$ cat src/rtl/pea_pkg.sv
// rtl/pea_pkg.sv - shared encodings, FSM states and helpers for the PEA enable scheduler
package pea_pkg;

    // next_mode_in encodings; 2 and 3 are reserved
    localparam logic [1:0] NM_SETUP_INSTR = 2'd0;
    localparam logic [1:0] NM_INSTR       = 2'd1;

    // instruction mode encodings; all other values are illegal
    localparam logic [7:0] MODE_STP = 8'd0;
    localparam logic [7:0] MODE_EVP = 8'd1;
    localparam logic [7:0] MODE_EVB = 8'd2;
    localparam logic [7:0] MODE_RST = 8'd3;

    typedef enum logic [1:0] {
        ST_EVAL   = 2'd0,
        ST_BUSY   = 2'd1,
        ST_SETTLE = 2'd2
    } state_e;

    // ceil(log2(value)); exact for the power-of-two depths used here
    function automatic int log2(input int value);
        int r;
        r = 0;
        for (int i = 0; i < 31; i++) begin
            if ((32'sd1 << i) < value) begin
                r = i + 1;
            end
        end
        return r;
    endfunction

endpackage

$ cat src/rtl/pea_fifo_occupancy.sv
// rtl/pea_fifo_occupancy.sv - wrap-bit FIFO occupancy and pointer-corruption detect
//
// Ports:
//   wr_ptr_i  - write pointer, wrap bit in MSB
//   rd_ptr_i  - read pointer, wrap bit in MSB
//   occ_o     - (wr - rd) modulo 2^ptr_w
//   ptr_err_o - occupancy exceeds buffer_size, pointers cannot be valid
module pea_fifo_occupancy
    import pea_pkg::*;
#(
    parameter  int buffer_size = 1024,
    localparam int ptr_w       = log2(buffer_size) + 1
) (
    input  logic [ptr_w-1:0] wr_ptr_i,
    input  logic [ptr_w-1:0] rd_ptr_i,
    output logic [ptr_w-1:0] occ_o,
    output logic             ptr_err_o
);

    localparam logic [ptr_w-1:0] full_occ = ptr_w'(buffer_size);

    // The extra wrap bit makes full (occ == buffer_size) distinct from empty;
    // the subtraction wraps naturally at ptr_w bits.
    assign occ_o     = wr_ptr_i - rd_ptr_i;
    assign ptr_err_o = (occ_o > full_occ);

endmodule

$ cat src/rtl/pea_enable_sched.sv
// rtl/pea_enable_sched.sv - registered, handshaked firing-rule scheduler for the PEA core
//
// Ports:
//   clk, rst                        - clock, synchronous active-high reset
//   next_mode_in, mode, arg2        - selects the next firing and its token count
//   wr/rd_ptr_command, wr/rd_ptr_data - FIFO pointers with wrap bit
//   result_free_space, status_free_space - free slots in the output FIFOs
//   invoke, done                    - core handshake
//   enable                          - registered firing permission
//   busy                            - firing in progress or pointers settling
//   fire_count                      - accepted invocations, wrapping
//   protocol_err                    - sticky handshake / pointer error
module pea_enable_sched
    import pea_pkg::*;
#(
    parameter  int buffer_size  = 1024,
    parameter  int arg_w        = 5,
    parameter  int check_output = 1,
    parameter  int cnt_w        = 16,
    localparam int ptr_w        = log2(buffer_size) + 1
) (
    input  logic             clk,
    input  logic             rst,
    input  logic [1:0]       next_mode_in,
    input  logic [7:0]       mode,
    input  logic [arg_w-1:0] arg2,
    input  logic [ptr_w-1:0] wr_ptr_command,
    input  logic [ptr_w-1:0] rd_ptr_command,
    input  logic [ptr_w-1:0] wr_ptr_data,
    input  logic [ptr_w-1:0] rd_ptr_data,
    input  logic [ptr_w-1:0] result_free_space,
    input  logic [ptr_w-1:0] status_free_space,
    input  logic             invoke,
    input  logic             done,
    output logic             enable,
    output logic             busy,
    output logic [cnt_w-1:0] fire_count,
    output logic             protocol_err
);

    localparam logic             chk_out = (check_output != 0);
    localparam logic [ptr_w-1:0] one     = ptr_w'(1);

    logic [ptr_w-1:0] cmd_occ;
    logic [ptr_w-1:0] data_occ;
    logic             cmd_err;
    logic             data_err;
    logic [ptr_w-1:0] arg_ext;
    logic             rule;

    state_e           state_q, state_d;
    logic             enable_q, enable_d;
    logic [cnt_w-1:0] fire_count_q, fire_count_d;
    logic             perr_q, perr_d;
    logic             accept;

    pea_fifo_occupancy #(.buffer_size(buffer_size)) u_cmd_occ (
        .wr_ptr_i  (wr_ptr_command),
        .rd_ptr_i  (rd_ptr_command),
        .occ_o     (cmd_occ),
        .ptr_err_o (cmd_err)
    );

    pea_fifo_occupancy #(.buffer_size(buffer_size)) u_data_occ (
        .wr_ptr_i  (wr_ptr_data),
        .rd_ptr_i  (rd_ptr_data),
        .occ_o     (data_occ),
        .ptr_err_o (data_err)
    );

    assign arg_ext = ptr_w'(arg2);

    // Firing rule. arg2 == 0 needs no special case: unsigned x >= 0 is true.
    always_comb begin
        rule = 1'b0;
        case (next_mode_in)
            NM_SETUP_INSTR: rule = (cmd_occ >= one);
            NM_INSTR: begin
                case (mode)
                    MODE_STP: rule = (data_occ >= arg_ext) &&
                                     (!chk_out || (result_free_space >= one));
                    MODE_EVP: rule = (data_occ >= one) &&
                                     (!chk_out || ((result_free_space >= one) &&
                                                   (status_free_space >= one)));
                    MODE_EVB: rule = (data_occ >= arg_ext) &&
                                     (!chk_out || ((result_free_space >= arg_ext) &&
                                                   (status_free_space >= arg_ext)));
                    MODE_RST: rule = 1'b1;
                    default:  rule = 1'b0;
                endcase
            end
            default: rule = 1'b0;
        endcase
        // Corrupt pointers on either FIFO veto every firing.
        if (cmd_err || data_err) begin
            rule = 1'b0;
        end
    end

    // invoke is judged against the registered enable, never against the live rule.
    assign accept = invoke && enable_q;

    always_ff @(posedge clk) begin
        if (rst) begin
            state_q      <= ST_EVAL;
            enable_q     <= 1'b0;
            fire_count_q <= '0;
            perr_q       <= 1'b0;
        end else begin
            state_q      <= state_d;
            enable_q     <= enable_d;
            fire_count_q <= fire_count_d;
            perr_q       <= perr_d;
        end
    end

    always_comb begin
        state_d = state_q;
        case (state_q)
            ST_EVAL:   if (accept) state_d = ST_BUSY;
            ST_BUSY:   if (done)   state_d = ST_SETTLE;
            ST_SETTLE: state_d = ST_EVAL;
            default:   state_d = ST_EVAL;
        endcase
    end

    // enable only follows the rule while already in EVAL, so the first EVAL
    // cycle after SETTLE still shows 0 and FIFO pointers get a full extra
    // cycle to reflect the finished firing.
    always_comb begin
        enable_d     = (state_q == ST_EVAL) && !accept && rule;
        fire_count_d = accept ? fire_count_q + 1'b1 : fire_count_q;
        perr_d       = perr_q
                     | (invoke && !enable_q)
                     | (done && (state_q != ST_BUSY))
                     | cmd_err | data_err;
        busy         = (state_q != ST_EVAL);
    end

    assign enable       = enable_q;
    assign fire_count   = fire_count_q;
    assign protocol_err = perr_q;

endmodule

$ cat config.mk
export PLATFORM = sky130hd
export DESIGN_NAME = pea_enable_sched
export DESIGN_NICKNAME = d
export VERILOG_FILES = /design/src/rtl/pea_pkg.sv /design/src/rtl/pea_fifo_occupancy.sv /design/src/rtl/pea_enable_sched.sv
export SDC_FILE = /design/constraint.sdc
export NUM_CORES = 1
export LEC_CHECK = 0
export CORE_UTILIZATION = 44
export CTS_BUF_LIST = sky130_fd_sc_hd__clkbuf_8
export DETAILED_ROUTE_END_ITERATION = 10
export PLACE_DENSITY = 0.94
export SLEW_MARGIN = 10
export SYNTH_ARGS = -nofsm -noshare
export SYNTH_HDL_FRONTEND = slang
export SYNTH_SLANG_ARGS = --single-unit
$ cat constraint.sdc
create_clock -name clk -period 3.59 [get_ports clk]
set_input_delay 0.718 -clock clk [delete_from_list [all_inputs] [get_ports clk]]
set_output_delay 0.718 -clock clk [all_outputs]
set_load 0.01 [all_outputs]
* Yosys cells after proc, flatten, opt, wreduce, memory -nomap -nowiden
Cells that the tools add are included.
** Word-level totals
- Register bits :: 20
- Input port bits :: 85
- Output and inout bits :: 19
- Word-level logic and storage cells :: 52
** Operators by class
- Add/sub/neg operators :: 3
- Order comparisons :: 9
- Equality and inequality tests :: 8
- Multiplexer cells :: 6
- Bitwise gates (word level) :: 4
- Reduce and logical (&&, ||, !) cells :: 18
** Operators by type and width (number)
- greater-or-equal comparator 11 x 1 -> 1 bit (second input constant) :: 4
- greater-or-equal comparator 11 x 5 -> 1 bit :: 3
- greater-than comparator 11 bit (second input constant) :: 2
- subtractor 11 bit :: 2
- adder 16 x 1 -> 16 bit (second input constant) :: 1
- == test 8 x 2 -> 1 bit (second input constant) :: 2
- logical AND 1 bit :: 10
- == test 8 x 1 -> 1 bit (second input constant) :: 1
- zero test 8 bit :: 1
- == test 2 x 1 -> 1 bit (second input constant) :: 2
- zero test 2 bit :: 2
- two-way mux 2 bit :: 2
- inequality test 2 bit (second input constant) :: 2
- OR 1 bit :: 4
- one-hot mux 1 bit (4 select lines) :: 1
- one-hot mux 2 bit (2 select lines) :: 1
- zero test 1 bit :: 2
- inequality test 2 x 1 -> 1 bit (second input constant) :: 1
- one-hot mux 1 bit (2 select lines) :: 1
- AND reduction 2 bit :: 1
- nonzero test 2 bit :: 1
- logical OR 1 bit :: 1
- two-way mux 1 bit :: 1

* Logic depth before layout (Yosys ltp)
Gate-level depths: netlist of run 1.
- Depth after elaboration :: 7
- Mapped depth :: 13
- Depth with buffers taken out :: 13

* Modules after synthesis
Synthesis of run 1 repeated with hierarchy kept, for this count alone.
** Unflattened totals
- Cell total of the unflattened synthesis :: 312
- Area, all modules :: 2399.8 µm²
** By module, submodules not included
- pea_enable_sched :: times used 1, cells an instance 168, area an instance 1356.3 µm², sequential area each 400.4 µm²
- pea_fifo_occupancy :: times used 2, cells an instance 72, area an instance 521.8 µm², sequential area each 0.0 µm²

* Worst setup path before layout of run 1
No wires, ideal clock.
- Path kind :: in2reg
- Start :: input wr_ptr_command[0]
- End :: register enable_q (netlist: enable)
- Library setup time :: 117 ps
- Arrival :: 3064 ps
- Data required time :: 3473 ps
- Slack :: 409 ps
- Cell stages on the path :: 12
- Path buffers :: 0
- Cell sequence :: inv_1 -> ha_1 -> inv_1 -> fa_1 -> xor2_1 -> a311o_1 -> nor4_1 -> nand4b_1 -> a2111oi_0 -> nand3_1 -> nor3b_1 -> and4bb_1
** Between the ends
- Cells in the longest elaborated chain, start to end :: 5
- Elaborated cells on any way between the ends :: 7
- Classes of those cells :: add/sub: 1; order compare: 2; mux: 2; reduce/logical: 2
** Ends and longest elaborated chain
- start, declared :: RTL line pea_enable_sched.sv:27 : input logic [ptr_w-1:0] wr_ptr_command,
- subtractor 11 bit (*) :: RTL line pea_fifo_occupancy.sv:24 : assign occ_o = wr_ptr_i - rd_ptr_i;
- greater-or-equal comparator 11 x 1 -> 1 bit / greater-than comparator 11 bit (equally long branches) :: RTL line pea_enable_sched.sv:77, pea_fifo_occupancy.sv:25
- one-hot mux 1 bit (2 select lines) / logical OR 1 bit (equally long branches) :: RTL line pea_enable_sched.sv:76, pea_enable_sched.sv:95
- two-way mux 1 bit (*) :: RTL line pea_enable_sched.sv:95 : if (cmd_err || data_err) begin
- logical AND 1 bit (*) :: RTL line pea_enable_sched.sv:131 : enable_d = (state_q == ST_EVAL) && !accept && rule;
- end signal, assigned :: RTL line pea_enable_sched.sv:111 : enable_q <= enable_d;
- end, declared :: RTL line pea_enable_sched.sv:52 : logic enable_q, enable_d;
Mark *: on every way between the ends. The rest lies on a longest branch, timed or not.
A chain may end at the register's enable or synchronous reset.

* Worst setup path in the final report of run 1
- Start :: input rd_ptr_command[0]
- End :: register enable_q (netlist: enable)
** Between the ends
- Cells in the longest elaborated chain, start to end :: 5
- Elaborated cells on any way between the ends :: 7
- Classes of those cells :: add/sub: 1; order compare: 2; mux: 2; reduce/logical: 2
** Ends and longest elaborated chain
- start, declared :: RTL line pea_enable_sched.sv:28 : input logic [ptr_w-1:0] rd_ptr_command,
- subtractor 11 bit (*) :: RTL line pea_fifo_occupancy.sv:24
- greater-or-equal comparator 11 x 1 -> 1 bit / greater-than comparator 11 bit (equally long branches) :: RTL line pea_enable_sched.sv:77, pea_fifo_occupancy.sv:25
- one-hot mux 1 bit (2 select lines) / logical OR 1 bit (equally long branches) :: RTL line pea_enable_sched.sv:76, pea_enable_sched.sv:95
- two-way mux 1 bit (*) :: RTL line pea_enable_sched.sv:95
- logical AND 1 bit (*) :: RTL line pea_enable_sched.sv:131
Marks and branches as above.

==> results of run 1 <==
==> synth_stat cells, types with 2 or more instances <==
cell       instances
inv_1             42
ha_1              36
nor2_1            33
dfxtp_1           20
nand2_1           19
xor2_1            17
a21oi_1           14
nand3_1           14
o21ai_0            9
nor4_1             8
xnor2_1            7
and3_1             6
nand2b_1           6
nor3_1             6
or4_1              5
a31oi_1            4
nor3b_1            4
o211ai_1           4
o21ai_1            4
a2111oi_0          3
clkbuf_1           3
mux2_2             3
mux2i_1            3
a211oi_1           2
a21o_1             2
a32o_1             2
and4_1             2
fa_1               2
nand4_1            2
nor2b_1            2
o2111ai_1          2
o21a_1             2
o21bai_1           2
o221ai_1           2
or3_1              2
==> final cells by class <==
class | instances | share of cell area (%)
well taps | 70 | 2.40
inverters | 42 | 4.33
clock buffers | 3 | 1.13
repair buffers | 111 | 30.0
flip-flops and latches | 20 | 11.0
multi-input cells | 247 | 51.1
==> metal layers <==
layer / up-vias / global-route usage [%]
li1: 1344 / -
met1: 1216 / 25.2
met5: - / 0
met3: 11 / 2.51
met4: 0 / 5.14
met2: 114 / 41.6
==> worst paths after layout <==
check                          from        endpoint  slack, ps
setup / recovery  rd_ptr_command[0]          enable        100
hold / removal           state_q[0]      state_q[1]        470
hold reg to reg          state_q[0]      state_q[1]        470
setup reg to reg      fire_count[3]  fire_count[15]       1780
==> stage by stage <==
stage	setup TNS (ps)	power, mW	setup slack, ps	instances	area [sq um]
global placement	-175	0.569	-162	487	3530
detailed placement	-281	0.580	-224	487	3530
floorplan	0	0.430	409	313	2390
CTS	0	0.728	62.2	490	3570
global route	-34.4	0.792	-34.4	493	3640
finish	0	0.742	99.4	493	3640
==> power by group through the flow <==
stage / Combinational, mW / Sequential (mW) / Clock, mW
floorplan: 0.200 / 0.230 / 0
global placement: 0.339 / 0.230 / 0
detailed placement: 0.350 / 0.230 / 0
CTS: 0.353 / 0.225 / 0.150
global route: 0.410 / 0.225 / 0.156
finish: 0.371 / 0.225 / 0.146
==> registers in the layout, indices dropped and copies added (netlist names) <==
register	flops
state_q	2
fire_count	16
enable	1
protocol_err	1
==> repair_timing <==
action / 4_1_cts / 5_1_grt
resized for setup: 0 / 11
buffers inserted: 0 / 3
endpoints found under the setup margin: 0 / 2
==> worst min-delay path: stages (launching register included) <==
cell	delay, ps
dfxtp_1	330
nand2_1	60
nor3_1	30
==> layout by cell type (no fill, tap or decap), types with 7 or more instances in the layout <==
cell type and instances:
nand2_1 19, buf_4 8, ha_1 35, nor4_1 7, clkdlybuf4s50_1 102, xor2_1 17, nand3_1 13, nor2_1 33
xnor2_1 7, dfxtp_1 20, a21oi_1 14, o21ai_0 9, inv_1 41
==> logic make-up (layout without fill, tap and decap cells) <==
| family | count (synthesis) | count (layout) | share of synthesized area [%] |
|---|---|---|---|
| XOR/XNOR | 24 | 24 | 8.79 |
| multiplexers | 7 | 7 | 3.14 |
| AO/OA/AOI/OAI | 61 | 61 | 18.0 |
| flip-flops | 20 | 20 | 16.7 |
| AND/OR/NAND/NOR | 117 | 117 | 25.6 |
| buffers and inverters | 46 | 156 | 7.22 |
| adder cells (fa/ha/maj) | 38 | 38 | 20.5 |
==> impl_results.rst, run 1 <==
.. list-table::
   :header-rows: 1

   * - Metric
     - Value
   * - Result of the run
     - completed
   * - Highest signal layer in the routed design
     - met4
   * - HPWL after DPL
     - between 5 and 6 mm
   * - Cells on worst reg2reg path
     - 7
   * - Wire length of the first global-routing pass
     - just under 10 mm
   * - Ranking of synthesized cells by area
     - ha_1 (19%), dfxtp_1 (17%), inv_1 (6.6%)
   * - Post-Route Hold Slack
     - 467 ps
   * - Clock latency of the later-clocked register in the worst-skew pair
     - 260 ps
   * - Netlist Area Pre-Place
     - about 0.0024 sq mm
   * - Iteration count of the initial detailed-routing pass
     - 6
   * - Ratio of routed vias to standard cells
     - between 5 and 6
   * - Ports placed on the boundary
     - 104
   * - Final routed DRC violation total
     - 0
   * - Delay-heaviest family, CP
     - simple AND/OR/NAND/NOR gates
   * - Final Max Slew Viols
     - 0
   * - Slew HR
     - a little under three fifths
   * - Switching part of the total
     - 32.4%
   * - Via count
     - ~2.7k
   * - Proportion of synthesized flip-flops having asynchronous set or reset
     - 0%
   * - Count of fill cells added during filler insertion
     - between 300 and 400
   * - Max IR drop VDD
     - ~0.12 mV
   * - Slowest stage delay, CP
     - 460 ps
   * - Net count of the mapped netlist
     - roughly 440
   * - Total inserted antenna cells
     - 0
   * - Register area
     - around 400 sq um
   * - Final count of negative-setup-slack endpoints
     - 0
   * - Clk network pwr share
     - around 20%
   * - Total of warnings raised by yosys
     - 0
   * - Total congestion overflow
     - 0
   * - Clock sinks
     - 20
   * - Number of unique standard cell types used by synthesis
     - between 50 and 60
   * - Min-delay worst type
     - flip-flop to flip-flop
   * - H-tree level count
     - 1
   * - Largest fanout on the critical path
     - 2
   * - Area share of the largest cell type after synthesis
     - a little under a fifth
   * - Per-instance average area after synthesis
     - 7.64 sq um
   * - Global routing usage summed across all routing layers
     - ~22%
   * - Routed met1 length
     - 2.70 mm
   * - Area leader, netlist
     - ha_1
   * - Hold Path Depth
     - 2
   * - DRC marker count from the first detailed-route iteration
     - roughly 140
   * - Final layout net count
     - ~550
   * - Static power due to leakage
     - around 1.5 nW
   * - Number of hold buffers added after cts
     - 0
   * - Portion of total power attributed to sequential cells
     - 30.3%
   * - Die span in y
     - around 76 um
   * - Starting utilization of the core area
     - about 46%
   * - Count of endpoints failing hold in the final timing report
     - 0
   * - Number of buffers on the longest clock path
     - 2
   * - Final core utilization
     - between 70% and 80%
   * - Sequential area share after synthesis
     - between 10% and 20%
   * - Global placement routability congestion
     - around 0.89
   * - Category of the worst setup path launch point
     - input port
   * - CP Buf/Inv Count
     - 3
   * - Power density of the placed cells
     - 204 mW/mm^2
   * - Setup crit end kind
     - flip-flop
   * - Average routed wire per standard cell
     - around 13 um
   * - Clock Skew
     - 1.75 ps
   * - Final critical delay including setup and external delays
     - approximately 3500 ps
   * - Area of the die
     - about 0.0057 sq mm
   * - Area Growth Syn to Fin
     - 52.2%
   * - Post-synthesis cell count
     - about 310
   * - Horizontal extent of the die
     - roughly 76 um
   * - Internal Dissipation
     - between 0.5 and 0.6 mW
   * - Number of antenna violations at the first check in global routing
     - 0
   * - Actual slew at the worst max-slew pin
     - 668 ps
   * - Via count of the first global-routing pass
     - roughly 2.4k
   * - Total area of multi-input combinational cells
     - between 0.0015 and 0.002 sq mm
   * - Worst-path cell chain
     - clkdlybuf4s50_1 -> ha_2 -> inv_2 -> fa_2 -> xor2_1 -> a311o_1 -> nor4_2 -> nand4b_1 -> a2111oi_2 -> buf_4 -> nand3_2 -> nor3b_2 -> and4bb_1
   * - Routed length on met3
     - between 300 and 400 um
   * - Buffers on Ports
     - approximately 100
   * - Critical path's slowest cell
     - clkdlybuf4s50_1
   * - Final worst-path cycle share
     - 97.2%
   * - Largest net degree at the start of global routing
     - 21
   * - Share of final-layout standard cells stronger than drive strength 1
     - between 6 and 7%
   * - Flops & latches, synth
     - 20
   * - Count of flip-flops with a built-in enable after synthesis
     - 0
   * - Area of the core
     - about 0.0052 sq mm
   * - Total Routed Length
     - 6.45 mm
   * - CTS tree
     - done
   * - Total of max-cap violations
     - 0
   * - Most used DFF post-synth
     - dfxtp_1
   * - Standard-cell row count
     - 26
   * - Power share of the combinational group
     - between 50% and 60%
   * - Maximum clock frequency
     - about 290 MHz
   * - Root Driver
     - clkbuf_8
   * - Switching power
     - between 0.2 and 0.25 mW
   * - Number of buffers created by CTS
     - 3
   * - Class of the most critical setup path
     - input port to flip-flop
   * - Required time of the critical path
     - approximately 3800 ps
   * - Clock transition at the registers of the reported paths
     - approximately 70 ps
   * - Arrival time reported for the critical path endpoint
     - between 3000 and 4000 ps
   * - Number of antenna-violating nets in the routed design
     - 0
   * - Crit. path cell count
     - 13
   * - Met2 routed WL
     - roughly 3.3 mm
Note: power is estimated with default switching activity, not from simulation.
==> run 2, diff against run 1 <==
Settings changed: HOLD_SLACK_MARGIN set to 0.06, MAX_ROUTING_LAYER set to met4.
==> run 2 against run 1 <==
Compared with the run above: combinational power about the same; cell area unchanged; maximum frequency about the same; register-to-register slack improved by 20 ps; sequential share of layout area unchanged; highest routed layer unchanged; worst setup slack about the same; clock power about the same; largest cell class unchanged; final cell count unchanged; critical path depth unchanged; sequential power about the same; non-clock buffer count unchanged.
==> impl_results.rst, run 2 (synthesis results as in run 1) <==
.. list-table::
   :header-rows: 1

   * - Metric
     - Value
   * - Result of the run
     - completed
   * - Final Max Slew Viols
     - 0
   * - Slew HR
     - a little over half
   * - Final routed DRC violation total
     - 0
   * - Clock sinks
     - 20
   * - HPWL after DPL
     - between 5 and 6 mm
   * - Class of the most critical setup path
     - input port to flip-flop
   * - Count of fill cells added during filler insertion
     - 380
   * - Maximum clock frequency
     - 286 MHz
   * - Number of hold buffers added after cts
     - 0
   * - Largest fanout on the critical path
     - 2
   * - DRC marker count from the first detailed-route iteration
     - 135
   * - Ratio of routed vias to standard cells
     - 5.44
   * - Share of final-layout standard cells stronger than drive strength 1
     - between 6 and 7%
   * - Setup crit end kind
     - flip-flop
   * - Iteration count of the initial detailed-routing pass
     - 6
   * - Number of flip-flops in the largest register
     - 16
   * - Actual slew at the worst max-slew pin
     - 686 ps
   * - Total congestion overflow
     - 0
   * - Category of the worst setup path launch point
     - input port
   * - Number of buffers on the longest clock path
     - 2
   * - H-tree level count
     - 1
   * - Clock transition at the registers of the reported paths
     - roughly 70 ps
   * - Pre-CTS setup slack
     - -224 ps
   * - Via count of the first global-routing pass
     - about 2.4k
   * - Total of max-cap violations
     - 0
   * - Largest net degree at the start of global routing
     - 21
   * - Starting utilization of the core area
     - about 46%
   * - Die span in y
     - about 76 um
   * - Arrival time reported for the critical path endpoint
     - approximately 3700 ps
   * - Wire length of the first global-routing pass
     - 9.79 mm
   * - Final setup slack of the worst path
     - a little under 100 ps
   * - Clock Skew
     - roughly 3.8 ps
   * - Post-Route Hold Slack
     - around 470 ps
   * - Final worst-path cycle share
     - a little over nine tenths
   * - Root Driver
     - clkbuf_8
   * - Min-delay worst type
     - flip-flop to flip-flop
   * - Average routed wire per standard cell
     - roughly 13 um
   * - Via count
     - approximately 2.7k
   * - Standard-cell row count
     - 26
   * - Final count of negative-setup-slack endpoints
     - 0
   * - Register area
     - between 400 and 500 sq um
   * - Count of endpoints failing hold in the final timing report
     - 0
   * - Number of antenna-violating nets in the routed design
     - 0
   * - Most frequent standard cell in the layout excluding fill and tap cells
     - clkdlybuf4s50_1
   * - Total area of multi-input combinational cells
     - roughly 0.0019 sq mm
   * - Reg-to-reg setup timing slack
     - around 1800 ps
   * - Area of the die
     - between 0.005 and 0.006 sq mm
   * - Max IR drop VDD
     - ~0.12 mV
   * - Total design power
     - between 0.7 and 0.8 mW
   * - Global placement routability congestion
     - 0.900
   * - Required time of the critical path
     - about 3800 ps
   * - Horizontal extent of the die
     - approximately 76 um
   * - CTS tree
     - done
   * - Most frequent cells in the layout
     - clkdlybuf4s50_1 (102), inv_1 (41), ha_1 (35)
   * - Final critical delay including setup and external delays
     - about 3500 ps
   * - Buffers on Ports
     - between 100 and 150
   * - Total inserted antenna cells
     - 0
   * - Area of the core
     - between 0.005 and 0.006 sq mm
   * - Number of antenna violations at the first check in global routing
     - 0
   * - Clock latency of the later-clocked register in the worst-skew pair
     - 260 ps
   * - Final core utilization
     - between 70 and 80%
   * - Final layout net count
     - roughly 550
   * - Global routing usage summed across all routing layers
     - roughly 22%
   * - Area Growth Syn to Fin
     - 52.2%
   * - Power density of the placed cells
     - just over 200 mW/mm^2
   * - Static power due to leakage
     - approximately 1.5 nW
   * - Number of buffers created by CTS
     - 3
   * - Total Routed Length
     - approximately 6.4 mm
   * - Ports placed on the boundary
     - 104
==> run 2: cell counts in the layout (fill, tap and decap cells not counted) <==
No cell type changed its count.
==> run 2: worst paths after layout <==
check,startpoint,end,cells past startpoint
max,rd_ptr_command[0],enable,13
min,state_q[0],state_q[1],2
max reg2reg,fire_count[3],fire_count[15],7
min reg2reg,state_q[0],state_q[1],2
==> run 2: report_power, final <==
group | internal [mW] | switching [mW]
Sequential | 0.223 | 0.00137
Combinational | 0.204 | 0.167
Clock | 0.0748 | 0.0701
Total | 0.502 | 0.239
==> run 2: critical path, cell delays in order <==
cell             delay (ps)
clkdlybuf4s50_1         460
ha_2                    200
inv_2                    50
fa_2                    360
xor2_1                  170
a311o_1                 290
nor4_2                  280
nand4b_1                150
a2111oi_2               370
buf_4                   180
nand3_2                  70
nor3b_2                 150
and4bb_1                190
==> run 2: area by class of cell <==
type / instances / area share, %
well taps: 70 / 2.40
multi-input cells: 247 / 51.1
repair buffers: 111 / 30.0
inverters: 42 / 4.33
clock buffers: 3 / 1.13
flip-flops and latches: 20 / 11.0
==> run 2: through the flow <==
stage                     area (sq um)  TNS [ps]  instances
after global routing              3640     -34.4        493
after CTS                         3570         0        490
final                             3640         0        493
after detailed placement          3530      -281        487
after floorplan                   2390         0        313
after global placement            3530      -175        487
==> run 2: layer usage <==
metal	GRT usage, %	vias up	routed length (um)
met4	5.14	0	96
met5	-	-	0
met1	25.3	1216	2690
met2	41.6	110	3280
li1	-	1343	-
met3	2.51	11	363
==> run 2: what timing repair did <==
action                     4_1_cts  5_1_grt
setup endpoints to repair        0        2
buffers inserted                 0        3
gates resized for setup          0       11
==> run 3, diff against run 2 <==
Settings changed: CORE_MARGIN set to 1.
==> results of run 3 <==
Same layout as run 2: the final DEF is identical, and so are final timing and power.
